--- config.mk ---
export PLATFORM = sky130hd
export DESIGN_NAME = clock_monitor
export DESIGN_NICKNAME = d
export VERILOG_FILES = /design/src/rtl/clock_monitor.sv
export SDC_FILE = /design/constraint.sdc
export NUM_CORES = 1
export LEC_CHECK = 0
export BUFFER_PORTS_ARGS = -buffer_cell sky130_fd_sc_hd__buf_4
export CORE_MARGIN = 5
export CORE_UTILIZATION = 35
export CTS_BUF_LIST = sky130_fd_sc_hd__clkbuf_4 sky130_fd_sc_hd__clkbuf_8 sky130_fd_sc_hd__clkbuf_16
export DETAILED_ROUTE_END_ITERATION = 10
export PLACE_DENSITY = 0.55
export SLEW_MARGIN = 15
export SYNTH_ARGS = -nofsm -noshare
export SYNTH_HDL_FRONTEND = slang
export SYNTH_SLANG_ARGS = --single-unit
--- constraint.sdc ---
create_clock -name clock_in -period 2.5 [get_ports clock_in]
set_input_delay 0.25 -clock clock_in [delete_from_list [all_inputs] [get_ports clock_in]]
set_output_delay 0.25 -clock clock_in [all_outputs]
set_load 0.05 [all_outputs]
--- src/rtl/clock_monitor.sv ---
// Qualifies an asynchronous monitored clock by measuring its period and high time
// on a fast reference clock, and raising clk_ok after a run of good periods under PLL lock.
module clock_monitor #(
    parameter int unsigned CW         = 8,
    parameter int unsigned PERIOD_MIN = 8,
    parameter int unsigned PERIOD_MAX = 10,
    parameter int unsigned HIGH_MIN   = 3,
    parameter int unsigned HIGH_MAX   = 5,
    parameter int unsigned GOOD_COUNT = 16
) (
    input  logic          clock_in,
    input  logic          reset,
    input  logic          mon_in,
    input  logic          locked_in,
    input  logic          clear_err,
    output logic          clk_ok,
    output logic          err_sticky,
    output logic          meas_valid,
    output logic [CW-1:0] period_out,
    output logic [CW-1:0] high_out
);

    localparam int unsigned    GW        = $clog2(GOOD_COUNT + 1);
    localparam logic [CW-1:0]  CNT_MAX   = {CW{1'b1}};
    localparam logic [CW-1:0]  PER_MIN_C = CW'(PERIOD_MIN);
    localparam logic [CW-1:0]  PER_MAX_C = CW'(PERIOD_MAX);
    localparam logic [CW-1:0]  HI_MIN_C  = CW'(HIGH_MIN);
    localparam logic [CW-1:0]  HI_MAX_C  = CW'(HIGH_MAX);
    localparam logic [GW-1:0]  GOOD_C    = GW'(GOOD_COUNT);

    logic          s1_q, s1_d, s2_q, s2_d, s3_q, s3_d;
    logic          lk1_q, lk1_d, lock_s_q, lock_s_d;
    logic [CW-1:0] per_cnt_q, per_cnt_d, high_cnt_q, high_cnt_d;
    logic [CW-1:0] period_out_q, period_out_d, high_out_q, high_out_d;
    logic          primed_q, primed_d, meas_valid_q, meas_valid_d;
    logic          err_sticky_q, err_sticky_d, clk_ok_q, clk_ok_d;
    logic [GW-1:0] good_run_q, good_run_d;

    logic rise_s, period_good_s, timeout_s, eval_s, err_event_s;

    // Next-state logic: synchronizers, counters, evaluation and qualification.
    always_comb begin
        s1_d     = mon_in;
        s2_d     = s1_q;
        s3_d     = s2_q;
        lk1_d    = locked_in;
        lock_s_d = lk1_q;

        rise_s        = s2_q & ~s3_q;
        period_good_s = (per_cnt_q >= PER_MIN_C) && (per_cnt_q <= PER_MAX_C) &&
                        (high_cnt_q >= HI_MIN_C) && (high_cnt_q <= HI_MAX_C);
        // A stall is reported only while primed, so a stuck input times out once.
        timeout_s     = ~rise_s & primed_q & (per_cnt_q == PER_MAX_C);
        eval_s        = rise_s & primed_q;
        err_event_s   = timeout_s | (eval_s & ~period_good_s);

        if (rise_s) begin
            per_cnt_d = CW'(1);
        end else if (per_cnt_q != CNT_MAX) begin
            per_cnt_d = per_cnt_q + CW'(1);
        end else begin
            per_cnt_d = per_cnt_q;
        end

        if (rise_s) begin
            high_cnt_d = CW'(1);
        end else if (s2_q && (high_cnt_q != CNT_MAX)) begin
            high_cnt_d = high_cnt_q + CW'(1);
        end else begin
            high_cnt_d = high_cnt_q;
        end

        if (rise_s) begin
            period_out_d = per_cnt_q;
            high_out_d   = high_cnt_q;
        end else begin
            period_out_d = period_out_q;
            high_out_d   = high_out_q;
        end
        meas_valid_d = eval_s;

        if (!lock_s_q) begin
            primed_d = 1'b0;
        end else if (rise_s) begin
            primed_d = 1'b1;
        end else if (timeout_s) begin
            primed_d = 1'b0;
        end else begin
            primed_d = primed_q;
        end

        if (!lock_s_q || timeout_s) begin
            good_run_d = '0;
        end else if (eval_s) begin
            if (!period_good_s) begin
                good_run_d = '0;
            end else if (good_run_q != GOOD_C) begin
                good_run_d = good_run_q + GW'(1);
            end else begin
                good_run_d = good_run_q;
            end
        end else begin
            good_run_d = good_run_q;
        end

        // An error event in the same cycle as a clear request keeps the flag set.
        if (err_event_s) begin
            err_sticky_d = 1'b1;
        end else if (clear_err) begin
            err_sticky_d = 1'b0;
        end else begin
            err_sticky_d = err_sticky_q;
        end

        clk_ok_d = lock_s_q & (good_run_d == GOOD_C);
    end

    // State register with synchronous reset.
    always_ff @(posedge clock_in) begin
        if (reset) begin
            s1_q         <= 1'b0;
            s2_q         <= 1'b0;
            s3_q         <= 1'b0;
            lk1_q        <= 1'b0;
            lock_s_q     <= 1'b0;
            per_cnt_q    <= '0;
            high_cnt_q   <= '0;
            period_out_q <= '0;
            high_out_q   <= '0;
            primed_q     <= 1'b0;
            meas_valid_q <= 1'b0;
            good_run_q   <= '0;
            err_sticky_q <= 1'b0;
            clk_ok_q     <= 1'b0;
        end else begin
            s1_q         <= s1_d;
            s2_q         <= s2_d;
            s3_q         <= s3_d;
            lk1_q        <= lk1_d;
            lock_s_q     <= lock_s_d;
            per_cnt_q    <= per_cnt_d;
            high_cnt_q   <= high_cnt_d;
            period_out_q <= period_out_d;
            high_out_q   <= high_out_d;
            primed_q     <= primed_d;
            meas_valid_q <= meas_valid_d;
            good_run_q   <= good_run_d;
            err_sticky_q <= err_sticky_d;
            clk_ok_q     <= clk_ok_d;
        end
    end

    assign clk_ok     = clk_ok_q;
    assign err_sticky = err_sticky_q;
    assign meas_valid = meas_valid_q;
    assign period_out = period_out_q;
    assign high_out   = high_out_q;

endmodule

==> results of run 1 <==
-- cell usage after synthesis, types with 3 or more instances --
| cell type | n |
|---|---|
| xor2_1 | 6 |
| nor3_1 | 5 |
| a31oi_1 | 3 |
| inv_1 | 9 |
| dfxtp_1 | 46 |
| nand3_1 | 8 |
| nor2b_1 | 7 |
| clkbuf_1 | 5 |
| o21ai_0 | 5 |
| nand2_1 | 44 |
| ha_1 | 7 |
| nand4_1 | 6 |
| xnor2_1 | 7 |
| a21oi_1 | 23 |
| nor2_1 | 25 |
| buf_1 | 3 |
-- worst reg2reg max path, delay by kind of cell, from the launching register on --
family	cells	cell delay (ns)
flip-flops	1	0.44
AND/OR/NAND/NOR	3	0.81
AO/OA/AOI/OAI	2	0.86
adder cells (fa/ha/maj)	1	0.18
-- flip-flops by register name (all words and copies together) (netlist names), 5 cells and up --
name and cells:
high_out 8, high_cnt_q 8, period_out 8, good_run_q 5
per_cnt_q 8
-- area by class of cell --
cell class,instances,area share (%)
Timing Repair Buffer,25,7.93
Clock buffer,5,2.91
Sequential cell,46,38.9
Tap cell,72,3.81
Inverter,9,1.43
Multi-Input combinational cell,173,42.1
Clock inverter,3,2.91
-- logic make-up (layout without fill, tap and decap cells) --
group | after synthesis | after routing
buffers and inverters | 22 | 42
flip-flops | 46 | 46
AO/OA/AOI/OAI | 41 | 41
adder cells (fa/ha/maj) | 7 | 7
AND/OR/NAND/NOR | 112 | 112
XOR/XNOR | 13 | 13
-- through the flow --
| step | instance area (µm²) | hold slack, ns |
|---|---|---|
| final | 2370 | 0.157 |
| after global routing | 2370 | 0.148 |
| after CTS | 2370 | 0.149 |
| after detailed placement | 2230 | 0.423 |
| after global placement | 2230 | 0.416 |
| after floorplan | 2030 | 0.378 |
-- worst max path at each step --
stage,endpoint,depth (start not counted)
final,clk_ok,6
after global routing,clk_ok,6
after CTS,clk_ok,6
after detailed placement,clk_ok,6
after global placement,clk_ok,6
after floorplan,clk_ok,6
-- cells in the final DEF, fill, tap and decap left out, drive strengths merged, types with 2 or more instances in the layout --
| master | netlist | routed |
|---|---|---|
| xor2 | 6 | 6 |
| nand3b | 2 | 2 |
| ha | 7 | 7 |
| xnor2 | 7 | 7 |
| nor2 | 25 | 25 |
| dfxtp | 46 | 46 |
| nand2 | 45 | 45 |
| a21oi | 23 | 23 |
| nand2b | 2 | 2 |
| nor3 | 5 | 5 |
| nand3 | 8 | 8 |
| o21ai | 5 | 5 |
| a31oi | 3 | 3 |
| and3 | 3 | 3 |
| nor2b | 7 | 7 |
| buf | 5 | 25 |
| nand4 | 6 | 6 |
| nor4b | 2 | 2 |
| clkbuf | 7 | 5 |
| inv | 9 | 9 |
| nor4 | 2 | 2 |
| bufinv | 0 | 2 |
-- where the power goes --
group / switching, W / leakage, nW / internal (W) / total (W)
Combinational: 0.0000387 / 0.433 / 0.0000219 / 0.0000606
Sequential: 0.0000129 / 0.372 / 0.000743 / 0.000755
Clock: 0.000256 / 0.0683 / 0.000400 / 0.000657
Total: 0.000308 / 0.874 / 0.00116 / 0.00147
-- routing by layer --
metal	share of wire [%]	track usage [%]	routed length (µm)
met1	48	13.4	1900
met2	46	19.3	1830
met3	4.9	3.27	194
met4	1.2	4.32	47
met5	0	0	0
==> impl_table.tex, run 1 <==
\begin{tabular}{lr}
\hline
Metric & Value \\
\hline
\multicolumn{2}{l}{\textbf{Timing}} \\
Unrepaired setup endpoints after global routing & no \\
Max Clock Freq & 0.426 GHz \\
Final min period & 2.35 ns \\
Slew margin rel. & 69.4\% \\
Count of final setup violators & 0 \\
Final setup slack of the worst path & 0.152 ns \\
Clock Skews & 0.00824 ns \\
Final max-slew violation count & 0 \\
Tightest Pin Transition & 0.459 ns \\
Post-route fraction of the period consumed by the critical path & 93.9\% \\
Final number of hold-violating endpoints & 0 \\
Setup TNS & 0 ns \\
\multicolumn{2}{l}{\textbf{Critical path}} \\
Cell Chain, Critical Path & ha\_1, nor2\_1, a2111o\_1, or4\_4, a311o\_1, and4b\_1 \\
Worst Path Required & 2.74 ns \\
CP Data Arrival Time & 2.59 ns \\
R2R depth & 6 \\
Worst path slowest cell & or4\_4 \\
Delay of the slowest critical-path stage & 0.50 ns \\
R2R Setup Slk & 0.15 ns \\
Type of element capturing the critical path & flip-flop \\
CP Max Fanout & 6 \\
Origin of the critical flop-to-flop path & high\_cnt\_q[0] \\
Kind of start point of the critical path & flip-flop \\
CP bufs+invs & 0 \\
CP startpoint & high\_cnt\_q[0] \\
Critical path class & reg -> reg \\
Top cell family by delay on the critical path & compound AO/OA/AOI/OAI gates \\
Endpoint of the lowest-slack register-to-register path & clk\_ok \\
\multicolumn{2}{l}{\textbf{CTS}} \\
Post-cts sizing count & 0 \\
Clock latency of the later-clocked register in the worst-skew pair & 0.30 ns \\
Deepest level of the CTS H-tree & 2 \\
Longest Clk Path Bufs & 2 \\
Post-CTS clock slew at the launch and capture registers of the worst setup and hold paths & 0.08 ns \\
CTS Hold Bufs & 0 \\
Number of post-CTS setup repair buffers & 0 \\
Number of buffers created by CTS & 5 \\
CTS Root Buffer Type & clkbuf\_8 \\
Clock tree from TritonCTS & done \\
Number of sinks driven by the clock tree & 46 \\
\multicolumn{2}{l}{\textbf{Global route}} \\
Final global-route overflow total & 0 \\
First-pass GRT wire length & 6730 µm \\
Vias in the first global route & 1501 \\
Overall Global Routing Usage & 11.4\% \\
Largest net degree at the start of global routing & 31 \\
Antenna violations before repair & 0 \\
\multicolumn{2}{l}{\textbf{Yosys}} \\
Cell types occupying the most area after synthesis & dfxtp\_1, nand2\_1, a21oi\_1, nor2\_1, ha\_1 \\
Cell type with the highest aggregate area in the netlist & dfxtp\_1 \\
Summed instance area of the synthesized netlist & 2030 µm² \\
Post-synth EDFFs & 0 \\
Average footprint of a synthesized cell & 8.41 µm² \\
Main combinational cell family by area after synthesis & simple AND/OR/NAND/NOR gates \\
Area share of fa/ha/maj cells after synthesis & 4.32\% \\
Ys async rst share & 0\% \\
Commonest register cell after synthesis & dfxtp\_1 \\
Synth Net Count & 253 \\
Compound-gate portion of the synthesized area & 12.2\% \\
Count of unique library cells instantiated by Yosys & 43 \\
Mux share of post-synthesis cell area & 0\% \\
Total of warnings raised by yosys & 0 \\
Post-synthesis share of cell area spent on and, or, nand and nor gates & 27.1\% \\
Number of flip-flops and latches in the synthesized netlist & 46 \\
Sequential cell area fraction in the yosys report & 45.5\% \\
Synthesized instance count & 241 \\
Post-synthesis share of cell area spent on xor and xnor gates & 5.62\% \\
Area share of the leading cell type in the synthesized netlist & 45.5\% \\
\multicolumn{2}{l}{\textbf{Layout}} \\
Sequential cell area & 921 µm² \\
Number of diodes & 0 \\
Finished Layout Cells & 333 \\
Proportion of layout cells with a drive suffix above 1 & 14.2\% \\
Final core occ & 42.4\% \\
Area of the multi-input gates & 996 µm² \\
Layout overhead on the synthesized area & 16.8\% \\
Filler instances & 578 \\
Nets@finish & 272 \\
\multicolumn{2}{l}{\textbf{Route}} \\
Via count of the routed design & 1649 \\
Remaining antenna violation count & 0 \\
DRT Wirelength & 3970 µm \\
Wire per inst & 11.9 µm \\
DR vias/cell & 4.95 \\
Drt pass-1 iters & 4 \\
Iteration-0 DRC count of the detailed router & 56 \\
Drc violations & 0 \\
\multicolumn{2}{l}{\textbf{Placed design}} \\
Port Buffer Count & 23 \\
HPWL reported at the end of detailed placement & 2770 µm \\
Worst slack at placement & 0.156 ns \\
Placer's final routability congestion estimate & 0.830 \\
Number of placed instances with taps included & 325 \\
\multicolumn{2}{l}{\textbf{Pwr}} \\
Maximum resistive drop on vdd & 0.311 mV \\
Leakage power total & 0.874 nW \\
Overall Power & 0.00147 W \\
Pwr/cell area & 623 nW/µm² \\
\multicolumn{2}{l}{\textbf{Min path}} \\
Worst-case hold path end point & s1\_q \\
Worst Min Path Start & mon\_in \\
Class of the tightest hold or removal check & in -> reg \\
Hold Path Depth & 2 \\
\multicolumn{2}{l}{\textbf{Die}} \\
Initial Util & 36.3\% \\
Core box area & 5570 µm² \\
Overall die area & 7410 µm² \\
Number of ports placed on the die boundary & 24 \\
Die outline width & 86.1 µm \\
Die H & 86.1 µm \\
Cell row count & 27 \\
\multicolumn{2}{l}{\textbf{Flow run}} \\
Max-cap violation count & 0 \\
\multicolumn{2}{l}{\textbf{Run status}} \\
Status & finished clean \\
\hline
\end{tabular}
Power figures use the tool's default switching activity.
==> run 2: changes to the inputs <==
PLACE_DENSITY = 0.57   (was 0.55)
clock period = 2.16 ns   (was 2.5 ns; I/O delays follow)
==> run 2 against run 1 <==
Combinational power grew 47%. Global-route usage rose by 1.6 points. Critical endpoint is now good_run_q[1]. Total power increased by 7.8%. Critical path depth up 2. Clock skew down 0.0034 ns. Core utilization increased by 1.8 points.
==> impl_table.tex, run 2 (same netlist as run 1, synthesis figures left out) <==
\begin{tabular}{lr}
\hline
Metric & Value \\
\hline
\multicolumn{2}{l}{\textbf{Run status}} \\
Status & finished clean \\
\multicolumn{2}{l}{\textbf{Timing}} \\
Clock Skews & 0.00483 ns (-0.00342 ns) \\
Final hold slack & 0.124 ns (-0.0335 ns) \\
Max Clock Freq & 0.471 GHz (+11\%) \\
Post-route fraction of the period consumed by the critical path & 98.2\% (+4.3 points) \\
Unrepaired setup endpoints after global routing & yes \\
Tightest Pin Transition & 0.477 ns (+0.0172 ns) \\
Final setup slack of the worst path & 0.0382 ns (-0.114 ns) \\
Final max-slew violation count & 0 (unchanged) \\
Final number of hold-violating endpoints & 0 (unchanged) \\
Final min period & 2.12 ns (-0.226 ns) \\
Count of final setup violators & 0 (unchanged) \\
Slew margin rel. & 68.2\% (-1.1 points) \\
\multicolumn{2}{l}{\textbf{Critical path}} \\
Delay of the slowest critical-path stage & 0.50 ns (about the same) \\
Worst path slowest cell & or4\_4 \\
Type of element capturing the critical path & flip-flop \\
CP Data Arrival Time & 2.36 ns (-0.23 ns) \\
Top cell family by delay on the critical path & compound AO/OA/AOI/OAI gates \\
CP bufs+invs & 2 (+2) \\
Critical path class & reg -> reg \\
CP Max Fanout & 4 (-2) \\
Kind of start point of the critical path & flip-flop \\
Cell Chain, Critical Path & inv\_2, ha\_1, nor2\_1, a2111o\_1, or4\_4, a311o\_1, buf\_6, a21oi\_1 \\
Worst Path Required & 2.39 ns (-0.35 ns) \\
\multicolumn{2}{l}{\textbf{Placed design}} \\
Dpl cell area & 2330 µm² (+4.8\%) \\
Worst slack at placement & -0.0189 ns (-0.175 ns) \\
HPWL reported at the end of detailed placement & 3000 µm (+8.4\%) \\
Placer's final routability congestion estimate & 0.815 (-1.8\%) \\
Port Buffer Count & 23 (unchanged) \\
\multicolumn{2}{l}{\textbf{Flow run}} \\
Max-cap violation count & 0 (unchanged) \\
\multicolumn{2}{l}{\textbf{Route}} \\
Remaining antenna violation count & 0 (unchanged) \\
DR vias/cell & 4.94 (-0.24\%) \\
Wire per inst & 12.2 µm (+2.7\%) \\
Drc violations & 0 (unchanged) \\
Via count of the routed design & 1724 (+4.5\%) \\
Iteration-0 DRC count of the detailed router & 90 (+61\%) \\
Drt pass-1 iters & 4 (unchanged) \\
DRT Wirelength & 4270 µm (+7.7\%) \\
\multicolumn{2}{l}{\textbf{Die}} \\
Core box area & 5570 µm² (unchanged) \\
Cell row count & 27 (unchanged) \\
Die H & 86.1 µm (unchanged) \\
Number of ports placed on the die boundary & 24 (unchanged) \\
Overall die area & 7410 µm² (unchanged) \\
Initial Util & 36.3\% (unchanged) \\
Die outline width & 86.1 µm (unchanged) \\
\multicolumn{2}{l}{\textbf{CTS}} \\
Deepest level of the CTS H-tree & 2 (unchanged) \\
Clock latency of the later-clocked register in the worst-skew pair & 0.30 ns (about the same) \\
Longest Clk Path Bufs & 2 (unchanged) \\
CTS Hold Bufs & 0 (unchanged) \\
CTS Root Buffer Type & clkbuf\_8 \\
Clock tree from TritonCTS & done \\
Number of buffers created by CTS & 5 (unchanged) \\
Number of sinks driven by the clock tree & 46 (unchanged) \\
Post-CTS clock slew at the launch and capture registers of the worst setup and hold paths & 0.08 ns (about the same) \\
\multicolumn{2}{l}{\textbf{Layout}} \\
Post-route cell area & 2470 µm² (+4.3\%) \\
Commonest cells after routing, fill and taps aside & nand2\_1, dfxtp\_1, buf\_4, nor2\_1, a21oi\_1 \\
Proportion of layout cells with a drive suffix above 1 & 21.3\% (+7.1 points) \\
Filler instances & 583 (+0.87\%) \\
Area of the multi-input gates & 1000 µm² (+0.50\%) \\
Nets@finish & 288 (+5.9\%) \\
Number of diodes & 0 (unchanged) \\
Layout overhead on the synthesized area & 21.9\% \\
Sequential cell area & 923 µm² (+0.27\%) \\
Final core occ & 44.3\% (+1.8 points) \\
\multicolumn{2}{l}{\textbf{Global route}} \\
First-pass GRT wire length & 7690 µm (+14\%) \\
Overall Global Routing Usage & 12.9\% (+1.6 points) \\
Antenna violations before repair & 0 (unchanged) \\
Final global-route overflow total & 0 (unchanged) \\
Vias in the first global route & 1650 (+9.9\%) \\
Largest net degree at the start of global routing & 31 (unchanged) \\
\multicolumn{2}{l}{\textbf{Pwr}} \\
Maximum resistive drop on vdd & 0.325 mV (+4.3\%) \\
Pwr/cell area & 643 nW/µm² (+3.3\%) \\
Leakage power total & 0.950 nW (+8.7\%) \\
\multicolumn{2}{l}{\textbf{Min path}} \\
Class of the tightest hold or removal check & in -> reg \\
\hline
\end{tabular}
==> run 2: through the flow <==
step / std cells / setup TNS [ns] / total power (W)
after floorplan: 241 / 0 / 0.000943
after global placement: 339 / 0 / 0.000976
after detailed placement: 339 / -0.0189 / 0.000977
after CTS: 348 / 0 / 0.00162
after global routing: 349 / -0.154 / 0.00167
final: 349 / 0 / 0.00159
==> run 2: repair_timing <==
action | in CTS | in global routing
resized for setup | 0 | 6
endpoints found under the setup margin | 1 | 5
buffers inserted | 1 | 1
pin swaps | 2 | 2
==> run 2: worst paths after layout <==
kind / from / end / slack (ns) / cells past startpoint
min: mon_in / s1_q / 0.12 / 2
max: high_cnt_q[1] / good_run_q[1] / 0.04 / 8
min reg2reg: s1_q / s2_q / 0.45 / 1
max reg2reg: high_cnt_q[1] / good_run_q[1] / 0.04 / 8
==> run 2: area by class of cell <==
class	count	area share (%)
Clock buffer	5	2.79
Clock inverter	3	1.62
Inverter	9	1.37
Multi-Input combinational cell	173	40.5
Sequential cell	46	37.4
Tap cell	72	3.65
Timing Repair Buffer	41	12.6
==> run 2: report_power, final <==
group          switching, W  total [W]  leakage [nW]  internal (W)
clock              0.000290   0.000631        0.0579      0.000341
combinational     0.0000551  0.0000893         0.519     0.0000342
sequential       0.00000759   0.000867         0.373      0.000860
total              0.000353    0.00159         0.950       0.00123
==> run 2: layer usage <==
metal / vias up / wire [µm] / GRT usage [%]
met5: - / 0 / 0
met4: 0 / 93 / 5.61
met3: 9 / 173 / 3.46
met2: 33 / 2000 / 20.9
met1: 799 / 2010 / 16.2
li1: 883 / - / -
